File: src/rtl/verificador_tabla_if.sv
// Sample stream from the stimulus source plus DUT into the checker:
// one input combination and its observed output per beat.
interface verificador_tabla_if #(
    parameter int N_IN = 4
);
    logic            in_valid;
    logic            in_ready;
    logic [N_IN-1:0] in_vec;
    logic            y_obs;

    modport master (output in_valid, in_vec, y_obs, input in_ready);
    modport slave  (input in_valid, in_vec, y_obs, output in_ready);
endinterface

File: src/rtl/verificador_tabla.sv
// Truth-table response checker: compares observed samples against EXPECTED,
// tracks coverage of all 2^N_IN combinations and reports once all are seen.
module verificador_tabla #(
    parameter int                  N_IN     = 4,
    parameter logic [2**N_IN-1:0]  EXPECTED = '0
) (
    input  logic                 clk,
    input  logic                 reset,
    input  logic                 start,
    verificador_tabla_if.slave   smp,
    output logic                 busy,
    output logic                 done,
    output logic                 pass,
    output logic [N_IN:0]        err_count,
    output logic                 first_err_valid,
    output logic [N_IN-1:0]      first_err_idx,
    output logic [7:0]           dup_count,
    output logic [2**N_IN-1:0]   covered
);
    localparam int N_ENT = 2**N_IN;

    typedef enum logic [1:0] {ST_IDLE, ST_RUN, ST_DONE} state_t;

    state_t           state, state_nxt;
    logic             accept;
    logic             clear;
    logic             is_new;
    logic             mismatch;
    logic [N_ENT-1:0] idx_onehot;

    always_ff @(posedge clk or posedge reset) begin
        if (reset) state <= ST_IDLE;
        else       state <= state_nxt;
    end

    // NOTE: every signal gets a default before the case so no path leaves
    // one unassigned, which would otherwise infer a latch.
    always_comb begin
        state_nxt  = state;
        clear      = 1'b0;
        accept     = 1'b0;
        idx_onehot = N_ENT'(1) << smp.in_vec;
        is_new     = ~|(covered & idx_onehot);
        mismatch   = smp.y_obs != EXPECTED[smp.in_vec];
        case (state)
            ST_IDLE, ST_DONE: begin
                if (start) begin
                    state_nxt = ST_RUN;
                    clear     = 1'b1;
                end
            end
            ST_RUN: begin
                accept = smp.in_valid;
                // Leave RUN on the very beat that fills the last bitmap hole.
                if (accept && is_new && (&(covered | idx_onehot)))
                    state_nxt = ST_DONE;
            end
            default: state_nxt = ST_IDLE;
        endcase
    end

    assign smp.in_ready = (state == ST_RUN);
    assign busy         = (state == ST_RUN);
    assign done         = (state == ST_DONE);
    assign pass         = done && (err_count == '0);

    // NOTE: sequential state uses non-blocking assignments so every register
    // samples the pre-edge values, independent of statement order.
    always_ff @(posedge clk or posedge reset) begin
        if (reset) begin
            covered         <= '0;
            err_count       <= '0;
            first_err_valid <= 1'b0;
            first_err_idx   <= '0;
            dup_count       <= '0;
        end else if (clear) begin
            covered         <= '0;
            err_count       <= '0;
            first_err_valid <= 1'b0;
            first_err_idx   <= '0;
            dup_count       <= '0;
        end else if (accept) begin
            if (is_new) begin
                covered <= covered | idx_onehot;
                if (mismatch) begin
                    err_count <= err_count + (N_IN+1)'(1);
                    if (!first_err_valid) begin
                        first_err_valid <= 1'b1;
                        first_err_idx   <= smp.in_vec;
                    end
                end
            end else if (dup_count != 8'hFF) begin
                dup_count <= dup_count + 8'd1;
            end
        end
    end
endmodule

File: src/flat_wrapper.sv
// flat-port wrapper written by rule: the top's interface ports become plain ports
module verificador_tabla_flat 
#(
    parameter int                  N_IN     = 4,
    parameter logic [2**N_IN-1:0]  EXPECTED = '0
)
  (clk, reset, start, busy, done, pass, err_count, first_err_valid, first_err_idx, dup_count, covered, smp_in_valid, smp_in_vec, smp_y_obs, smp_in_ready);
  verificador_tabla_if #(.N_IN(N_IN)) smp_i ();
  input  logic clk;
  input  logic reset;
  input  logic start;
  output logic busy;
  output logic done;
  output logic pass;
  output logic [N_IN:0] err_count;
  output logic first_err_valid;
  output logic [N_IN-1:0] first_err_idx;
  output logic [7:0] dup_count;
  output logic [2**N_IN-1:0] covered;
  input wire logic [$bits(smp_i.in_valid)-1:0] smp_in_valid;
  input wire logic [$bits(smp_i.in_vec)-1:0] smp_in_vec;
  input wire logic [$bits(smp_i.y_obs)-1:0] smp_y_obs;
  output wire logic [$bits(smp_i.in_ready)-1:0] smp_in_ready;
  assign smp_i.in_valid = smp_in_valid;
  assign smp_i.in_vec = smp_in_vec;
  assign smp_i.y_obs = smp_y_obs;
  assign smp_in_ready = smp_i.in_ready;
  verificador_tabla #(.N_IN(N_IN), .EXPECTED(EXPECTED)) u_core (.clk(clk), .reset(reset), .start(start), .smp(smp_i), .busy(busy), .done(done), .pass(pass), .err_count(err_count), .first_err_valid(first_err_valid), .first_err_idx(first_err_idx), .dup_count(dup_count), .covered(covered));
endmodule
File: config.mk
export PLATFORM = sky130hd
export DESIGN_NAME = verificador_tabla_flat
export DESIGN_NICKNAME = d
export VERILOG_FILES = /design/src/rtl/verificador_tabla_if.sv /design/src/rtl/verificador_tabla.sv /design/src/flat_wrapper.sv
export SDC_FILE = /design/constraint.sdc
export NUM_CORES = 1
export LEC_CHECK = 0
export CAP_MARGIN = 20
export CORE_MARGIN = 1
export CORE_UTILIZATION = 35
export DETAILED_ROUTE_END_ITERATION = 6
export PLACE_DENSITY = 0.6
export SLEW_MARGIN = 20
export SYNTH_ARGS = -nofsm -noshare
export SYNTH_HDL_FRONTEND = slang
export SYNTH_SLANG_ARGS = --single-unit
export TNS_END_PERCENT = 20
File: constraint.sdc
create_clock -name clk -period 3 [get_ports clk]
set_input_delay 0.75 -clock clk [delete_from_list [all_inputs] [get_ports clk]]
set_output_delay 0.75 -clock clk [all_outputs]
set_load 0.03 [all_outputs]
# == After elaboration in Yosys (flattened, before gate mapping) ==
# Memories as Yosys holds them, arrays and structs flattened.
# Cells that the tools add are included.
# word_totals
wordCells,66
mem_bits_ro,16
input_bits,9
ramBits,0
memories,1
ff_bits,36
latchBits,0
out_inout_bits,38
# op_classes
eq_ne,8
n_lt_le_gt_ge,1
n_bitwise,2
muxes,27
n_div,0
n_shift,1
multipliers,0
add_sub_neg,2
reduce_logical,18
# memory_table
memory,words,width,rd,rd_ports_with_merged_regs,write_ports,line,text
(name not given),16,1,1,0,0,verificador_tabla.sv:44,mismatch = smp.y_obs != EXPECTED[smp.in_vec];
# op_table
op,count
$mux W16,3
$mux W8,4
$mux W4,5
$mux W5,4
$and A16 B16 Y16,1
$or A16 B16 Y16,1
$reduce_and A16 Y1,1
$reduce_or A16 Y1,1
$shl A1 B4 Y16 const A,1
$add A8 B1 Y8 const B,1
$mux W1,8
$ne A8 B8 Y1 const B,1
$reduce_bool A2 Y1,4
$reduce_and A3 Y1,2
$add A5 B1 Y5 const B,1
$logic_not A5 Y1,1
$lt A4 B5 Y1 const B,1
$mux W2,2
$ne A2 B1 Y1 const B,2
$ne A2 B2 Y1 const B,2
$pmux W2 S2,1
$reduce_and A2 Y1,2
$reduce_and A4 Y1,1
$logic_and A1 B1 Y1,3
6 further kinds,6

# == Longest topological paths before layout ==
# logic_depth
depth_word,8
depth_mapped,9

# == Worst setup path before layout ==
# OpenSTA, ideal clock, no wires.
# synth_path
kind,input port to flip-flop
from,input smp_in_vec[3]
to,register u_core.state[0]
setup_time_ns,0.143
path_stages,8
arrival_ns,2.440
path_slack_ns,0.416
cell_sequence,buf_2 > buf_4 > nor2b_1 > and4b_1 > a21oi_1 > or4_1 > nor4_1 > o21ai_0
# synth_between
elab_chain_cells,8
# synth_lines
element,line,text
start: declaration,flat_wrapper.sv:21,input wire logic [$bits(smp_i.in_vec)-1:0] smp_in_vec;
$shl A1 B4 Y16 (*),verificador_tabla.sv:42,idx_onehot = N_ENT'(1) << smp.in_vec;
$and A16 B16 Y16,verificador_tabla.sv:43,is_new = ~|(covered & idx_onehot);
$reduce_or A16 Y1,verificador_tabla.sv:43,
$logic_not A1 Y1,verificador_tabla.sv:43,
$logic_and A1 B1 Y1,verificador_tabla.sv:55,if (accept && is_new && (&(covered | idx_onehot)))
$logic_and A1 B1 Y1 (*),verificador_tabla.sv:55,
$ne A2 B1 Y1 (no source line) (*),--,
$reduce_and A2 Y1 (no source line) (*),--,
end signal: assignment,verificador_tabla.sv:33,else state <= state_nxt;
end: declaration,verificador_tabla.sv:24,"state_t state, state_nxt;"
# Mark *: on every way between the ends. The rest lies on a longest branch, timed or not.
# A chain may end at the register's enable or synchronous reset.

# == Worst setup path in the final report ==
# layout_path
from,input smp_in_vec[2]
to,register u_core.first_err_idx[2]
# layout_between
elab_chain_cells,5
# layout_lines
element,line,text
$mem_v2 Z16 W1 (tied with other cells),--,
$mux W1 (implied by the code) (tied with other cells),verificador_tabla.sv:44,
$ne A1 B1 Y1 (tied with other cells),verificador_tabla.sv:44,
$reduce_bool A2 Y1 (no source line) (tied with other cells),--,
$reduce_and A4 Y1 (no source line) / $mux W4 (equally long branches),--,
end signal: assignment,verificador_tabla.sv:89,first_err_idx <= smp.in_vec;
end: declaration,verificador_tabla.sv:16,"output logic [N_IN-1:0] first_err_idx,"
# Parallel ways exist; a longest one is shown, timed or not. The select of a mux whose other input is x is not followed.

==> implementation parameters <==
Parameter                              Value

Status
  Result of the run ... complete, no violations

Worst setup path
  Number of cells on the worst reg-to-reg path ... 5
  Data required time of the critical path ... around 3.2 ns
  Critical Path Sink Type ... flop
  Arrival time at the worst endpoint ... about 3.0 ns
  Slowest Stage Delay on Critical Path ... roughly 0.62 ns
  Start-to-end type of the worst setup path ... input pin to flop
  Largest fanout on the critical path ... 4
  Worst setup SP type ... input pin
  List of cells traversed by the critical path ... clkdlybuf4s50_1, mux4_2, a221o_1, or4_1, mux2i_1, nor2_1
  Slowest stage cell, crit path ... sky130_fd_sc_hd__or4_1

Synth
  Post-synthesis share of cell area spent on and, or, nand and nor gates ... 0.205
  Post-Synthesis Cell Area ... about 0.0021 mm²
  Arithmetic-cell share of the synthesized area counting full adders, half adders and majority gates ... 0.0178
  Dominant combinational cell family by area after synthesis ... compound AO/OA/AOI/OAI gates
  Net count of the mapped netlist ... ~230
  Async set-or-reset flop fraction in the synthesized netlist ... 1.00
  Register bit total from synthesis ... 36
  Share of the yosys chip area belonging to registers ... 0.428
  Warnings from Yosys ... 0
  Xor/xnor cell area share of the yosys netlist ... 0.0166
  Number of instances in the synthesized netlist ... between 200 and 250
  Average footprint of a synthesized cell ... 9.80 µm²
  Multiplexer share of the synthesized area ... 0.0683
  Top_reg_cell synth ... sky130_fd_sc_hd__dfrtp_1
  Number of flops mapped to enable cells by yosys ... 0
  Cell variety after synth ... 47
  Area fraction in compound gates after synthesis ... 0.208

Floorplanning
  Std-Cell Rows ... 27
  Initial core utilization ... 0.373
  I/O pins ... 47
  X dimension of the die ... slightly below 80 µm
  Die height ... approximately 80 µm
  Floorplan die area ... approximately 0.0063 mm²
  Core area ... 0.00564 mm²

STA
  Actual slew at the worst max-slew pin ... approximately 0.64 ns
  Headroom to the max-slew limit ... 0.573
  Time the final worst path needs with I/O delays and setup ... between 2 and 3 ns
  Maximum clock frequency ... 357 MHz
  Final setup vio count ... 0
  Total negative slack ... 0 ns
  Post-route fraction of the period consumed by the critical path ... 0.933
  Number of endpoints with negative hold slack in the final report ... 0
  Worst clock skew on the final layout ... 0.00434 ns
  Unrepaired setup endpoints after global routing ... false
  Max Slew Vio Count ... 0
  Worst hold margin ... between 0.5 and 0.6 ns

Clocking
  Number of buffers created by CTS ... 5
  H-tree Lvls ... 2
  CTS Hold Buffers Added ... 0
  Clk root buf ... sky130_fd_sc_hd__clkbuf_8
  CTS Buffer Depth ... 2
  Post-cts resize count ... 0
  Post-CTS setup repair buffer count ... 0
  Clock tree from TritonCTS ... built
  Clk pin slew, worst setup/hold paths ... 0.07 ns
  # clock sinks ... 36
  Insertion delay of the later-clocked pin in the worst-skew pair ... approximately 0.29 ns

GRT
  Initial antenna violation count ... 0
  Aggregate global routing overflow ... 0
  Global router's overall resource usage ... 0.184
  Largest net degree at the start of global routing ... 37
  Wire length of the first global-routing pass ... about 9.0 mm
  Vias in the first global route ... approximately 1900

Power
  Leakage power of the design ... roughly 1.3 nW
  Power Density ... 714 mW/mm²
  Worst ir drop on vdd ... 0.362 mV

Min path
  Worst Hold Class ... flop to flop
  Hold path cells ... 2

Cells and area
  Share of cells above drive strength 1 ... 0.149
  Net count, final ... about 300
  P&R area growth vs syn ... 37.9%
  Antenna cells ... 0
  Layout Cell Area excl Fill ... 0.00291 mm²

Placement
  Port-buffer cells ... 46
  Final weighted congestion of routability-driven global placement ... a little under 0.8
  Post-DP HPWL ... ~3.8 mm
  Placed cell areas ... 0.00282 mm²

Route
  Via density ... approximately 5.5
  Antenna violation net count after detailed routing ... 0
  Routed via count ... just under 2000
  Count of TritonRoute iterations in the first routing pass ... 4
  Remaining design rule violation count ... 0
  Routed wire length per instance ... approximately 15 µm
  Sum of routed wire length over all layers ... approximately 5.4 mm
  Number of violations reported at the end of detailed-routing iteration 0 ... 83

Flow run
  Max Cap Viol ... 0
-- where the power goes --
part	switching, mW	internal (mW)
registers	0.162	0.614
logic	0.509	0.431
clock network	0.172	0.187
-- worst paths after layout --
path                            slack (ns)                     from                 endpoint
worst max-delay path                  0.20            smp_in_vec[2]  u_core.first_err_idx[2]
max in group asynchronous             1.79                    reset        u_core.covered[1]
min in group asynchronous             0.88                    reset      u_core.err_count[4]
worst min-delay path                  0.54  u_core.first_err_idx[0]  u_core.first_err_idx[0]
worst min register to register        0.54  u_core.first_err_idx[0]  u_core.first_err_idx[0]
worst max register to register        0.75       u_core.covered[13]  u_core.first_err_idx[2]
-- worst max-delay path: cells and delay by family --
family | cells | cell delay (ns)
buf+inv | 1 | 0.50
compound gates | 1 | 0.34
mux | 2 | 0.72
simple gates | 2 | 0.67
-- placed cells by master (no fill, tap or decap), drive strengths merged, types with 3 or more instances in the layout --
| master | instances |
|---|---|
| a21oi | 8 |
| ha | 3 |
| xnor2 | 4 |
| clkdlybuf4s50 | 46 |
| clkbuf | 8 |
| nand2 | 19 |
| nor2 | 15 |
| nor4 | 4 |
| o21ai | 6 |
| o32ai | 4 |
| nor2b | 7 |
| a32o | 14 |
| nand2b | 7 |
| dfrtp | 36 |
| a21o | 4 |
| a32oi | 4 |
| mux2i | 11 |
| or4 | 4 |
| and2 | 4 |
| nand3 | 5 |
| inv | 9 |
| buf | 29 |
-- synthesized netlist by cell type (all sizes together), types with 3 or more instances --
| master | number | area share |
|---|---|---|
| dfrtp | 36 | 0.43 |
| nand2 | 19 | 0.034 |
| nor2 | 15 | 0.028 |
| a32o | 14 | 0.067 |
| mux2i | 11 | 0.052 |
| buf | 9 | 0.026 |
| inv | 9 | 0.016 |
| a21oi | 8 | 0.019 |
| clkbuf | 8 | 0.014 |
| nand2b | 7 | 0.021 |
| nor2b | 7 | 0.021 |
| o21ai | 6 | 0.014 |
| nand3 | 5 | 0.012 |
| a21o | 4 | 0.014 |
| a32oi | 4 | 0.017 |
| and2 | 4 | 0.012 |
| nor4 | 4 | 0.012 |
| o32ai | 4 | 0.020 |
| or4 | 4 | 0.014 |
| xnor2 | 4 | 0.017 |
| ha | 3 | 0.018 |
-- final cells by class --
class | count | area, µm²
Timing Repair Buffer | 75 | 703
Fill cell | 561 | 2740
Clock buffer | 8 | 90.1
Sequential cell | 36 | 901
Inverter | 9 | 33.8
Multi-Input combinational cell | 153 | 1090
Tap cell | 72 | 90.1
-- cell families (layout without fill, tap and decap cells) --
group | after synthesis | after routing
flops | 36 | 36
buf+inv | 26 | 92
compound gates | 54 | 54
fa+ha+maj | 3 | 3
xor+xnor | 4 | 4
mux | 13 | 13
simple gates | 79 | 79
-- through the flow --
step / setup WS, ns / cells / power [mW] / util
6_report: 0.200 / 353 / 2.08 / 0.515
5_1_grt: 0.0585 / 353 / 2.21 / 0.515
4_1_cts: 0.203 / 353 / 2.09 / 0.515
3_5_place_dp: -0.103 / 345 / 1.73 / 0.499
3_3_place_gp: -0.0788 / 345 / 1.72 / 0.499
2_1_floorplan: 0.416 / 215 / 1.31 / -
-- registers in the layout (all words and copies together) (netlist names) --
name / count
u_core.covered: 16
u_core.err_count: 5
u_core.first_err_valid: 1
u_core.first_err_idx: 4
u_core.state: 2
u_core.dup_count: 8
-- per-layer routing --
metal	track usage	vias to the layer above	wire (µm)
li1	-	934	-
met1	0.248	953	2610
met2	0.291	42	2460
met3	0.0480	5	283
met4	0.0436	0	51
met5	0	-	0
No activity file was read; power rests on OpenSTA's default activity.
==> edit (same settings) <==
The 3 states of `state_t` get a one-hot encoding in 3 bits.
--- a/src/rtl/verificador_tabla.sv
+++ b/src/rtl/verificador_tabla.sv
@@ -19,7 +19,7 @@
 );
     localparam int N_ENT = 2**N_IN;
 
-    typedef enum logic [1:0] {ST_IDLE, ST_RUN, ST_DONE} state_t;
+    typedef enum logic [2:0] {ST_IDLE = 3'b001, ST_RUN = 3'b010, ST_DONE = 3'b100} state_t;
 
     state_t           state, state_nxt;
     logic             accept;
Formal check against the unedited RTL: no difference found for any inputs over 4 cycles, from zero or initial values and one cycle with reset high; so few cycles prove little.
==> edit against the unedited design <==
- worst setup slack worse by 0.14 ns
- largest cell class unchanged
- synthesized area down 0.42%
- sequential cell count up 1
- clock power down 6.1%
- highest routed layer unchanged
- final area rose by 1.4%
- routed wire length rose by 3.2%
- critical path type unchanged
- first-iteration DRC count is 1.2% lower
- power down 29%
- critical endpoint is now u_core.err_count[3]
- fmax is 4.7% lower
==> edit: results (changes against the unedited design) <==
Detailed routing
  – Iteration-0 DRC Markers: 82 (-1.2%)
  – Vias/cell: 5.22 (-4.7%)
  – Drt first pass iters: 5 (+1)

Pwr
  – VDD IR max: 0.231 mV (-36%)
  – LEAKAGE: 1.29 nW (+0.59%)

Setup path
  – Slowest cell on the critical path: clkdlybuf4s50_1
  – Family with the most delay on the worst path: compound AO/OA/AOI/OAI gates
  – Reg2reg setup slack: 0.55 ns (-0.20 ns)
  – Worst reg2reg path endpoint: u_core.err_count[3]
  – WP data arrival: 3.15 ns (+0.17 ns)

Yosys
  – Synthesized area per cell: 8.93 um^2 (-8.9%)
  – Mapped Nets: 247 (+8.8%)
  – Most common library cells after synthesis: 36 x dfrtp_1, 23 x nor2_1, 21 x nand2_1, 15 x inv_1, 14 x nand3_1
  – Post-synthesis sequential area ratio: 44.2% (+1.4 points)

Placement
  – GPL Wtd Cong: 0.878 (+13%)
  – Pre-CTS WS: -0.346 ns (-0.243 ns)
  – Placed cells: 372 (+7.8%)
  – Hpwl dp: 4040 um (+6.0%)
  – Placed cell area: 2840 um^2 (+0.98%)

GRT
  – Total GRT Usage: 19.4% (+1.0 points)
  – Vias in the first global route: 1923 (+2.6%)
  – First-pass GRT wire length: 9390 um (+4.1%)
  – Pin count of the biggest net entering global routing: 38 (+2.7%)

Finish
  – Layout fillers: 544 (-3.0%)
  – Multi-input gate area: 1070 um^2 (-2.0%)
  – Nets: 319 (+9.2%)

STA
  – Worst Hold Slack: 0.526 ns (-0.0154 ns)
  – Slew HR: 28.5% (-29 points)
  – Clock Skew: 0.00252 ns (-0.00182 ns)

Outcome
  – Outcome: complete, no violations
edit: cell count changes after synthesis, sizes merged, moves of 4 or more:
| cell | delta |
|---|---|
| a32o | -13 |
| a31oi | +12 |
| nor2 | +9 |
| nand2b | -6 |
| nand3 | +9 |
| o32ai | -4 |
| inv | +6 |
| mux2i | -5 |
edit: cell type report:
class | count | area share [%]
clock buffers | 8 | 2.72
inverters | 15 | 1.91
multi-input cells | 167 | 36.2
flip-flops and latches | 37 | 31.5
well taps | 72 | 3.06
repair buffers | 81 | 24.7
edit: where the power goes:
group / leakage [nW] / switching [W] / internal (W)
logic: 0.745 / 0.000307 / 0.000211
registers: 0.510 / 0.0000619 / 0.000560
clock network: 0.0395 / 0.000172 / 0.000165
total: 1.29 / 0.000541 / 0.000937
edit: routing by layer:
metal	GRT usage [%]	up-vias	wire length, um
met1	25.8	941	2700
li1	-	985	-
met3	4.69	6	241
met2	30.1	53	2590
met5	0	-	0
met4	7.45	0	57
edit: kinds of logic (layout without fill, tap and decap cells):
logic type | Yosys count | in the layout | share of synthesized area (%)
simple gates | 91 | 91 | 21.9
mux | 9 | 9 | 4.47
buf+inv | 31 | 104 | 5.96
xor+xnor | 9 | 9 | 3.76
fa+ha+maj | 3 | 3 | 1.79
flops | 37 | 37 | 44.2
compound gates | 55 | 55 | 17.9
edit: worst max path at each step:
stage                     slack (ns)                  end     startpoint
after detailed placement       -0.35  u_core.dup_count[6]  smp_in_vec[3]
after CTS                       0.01  u_core.err_count[3]  smp_in_vec[1]
final                           0.06  u_core.err_count[3]  smp_in_vec[1]
after global placement         -0.34  u_core.dup_count[6]  smp_in_vec[3]
after floorplan                 0.13  u_core.err_count[3]  smp_in_vec[3]
after global routing            0.02      u_core.state[1]  smp_in_vec[1]
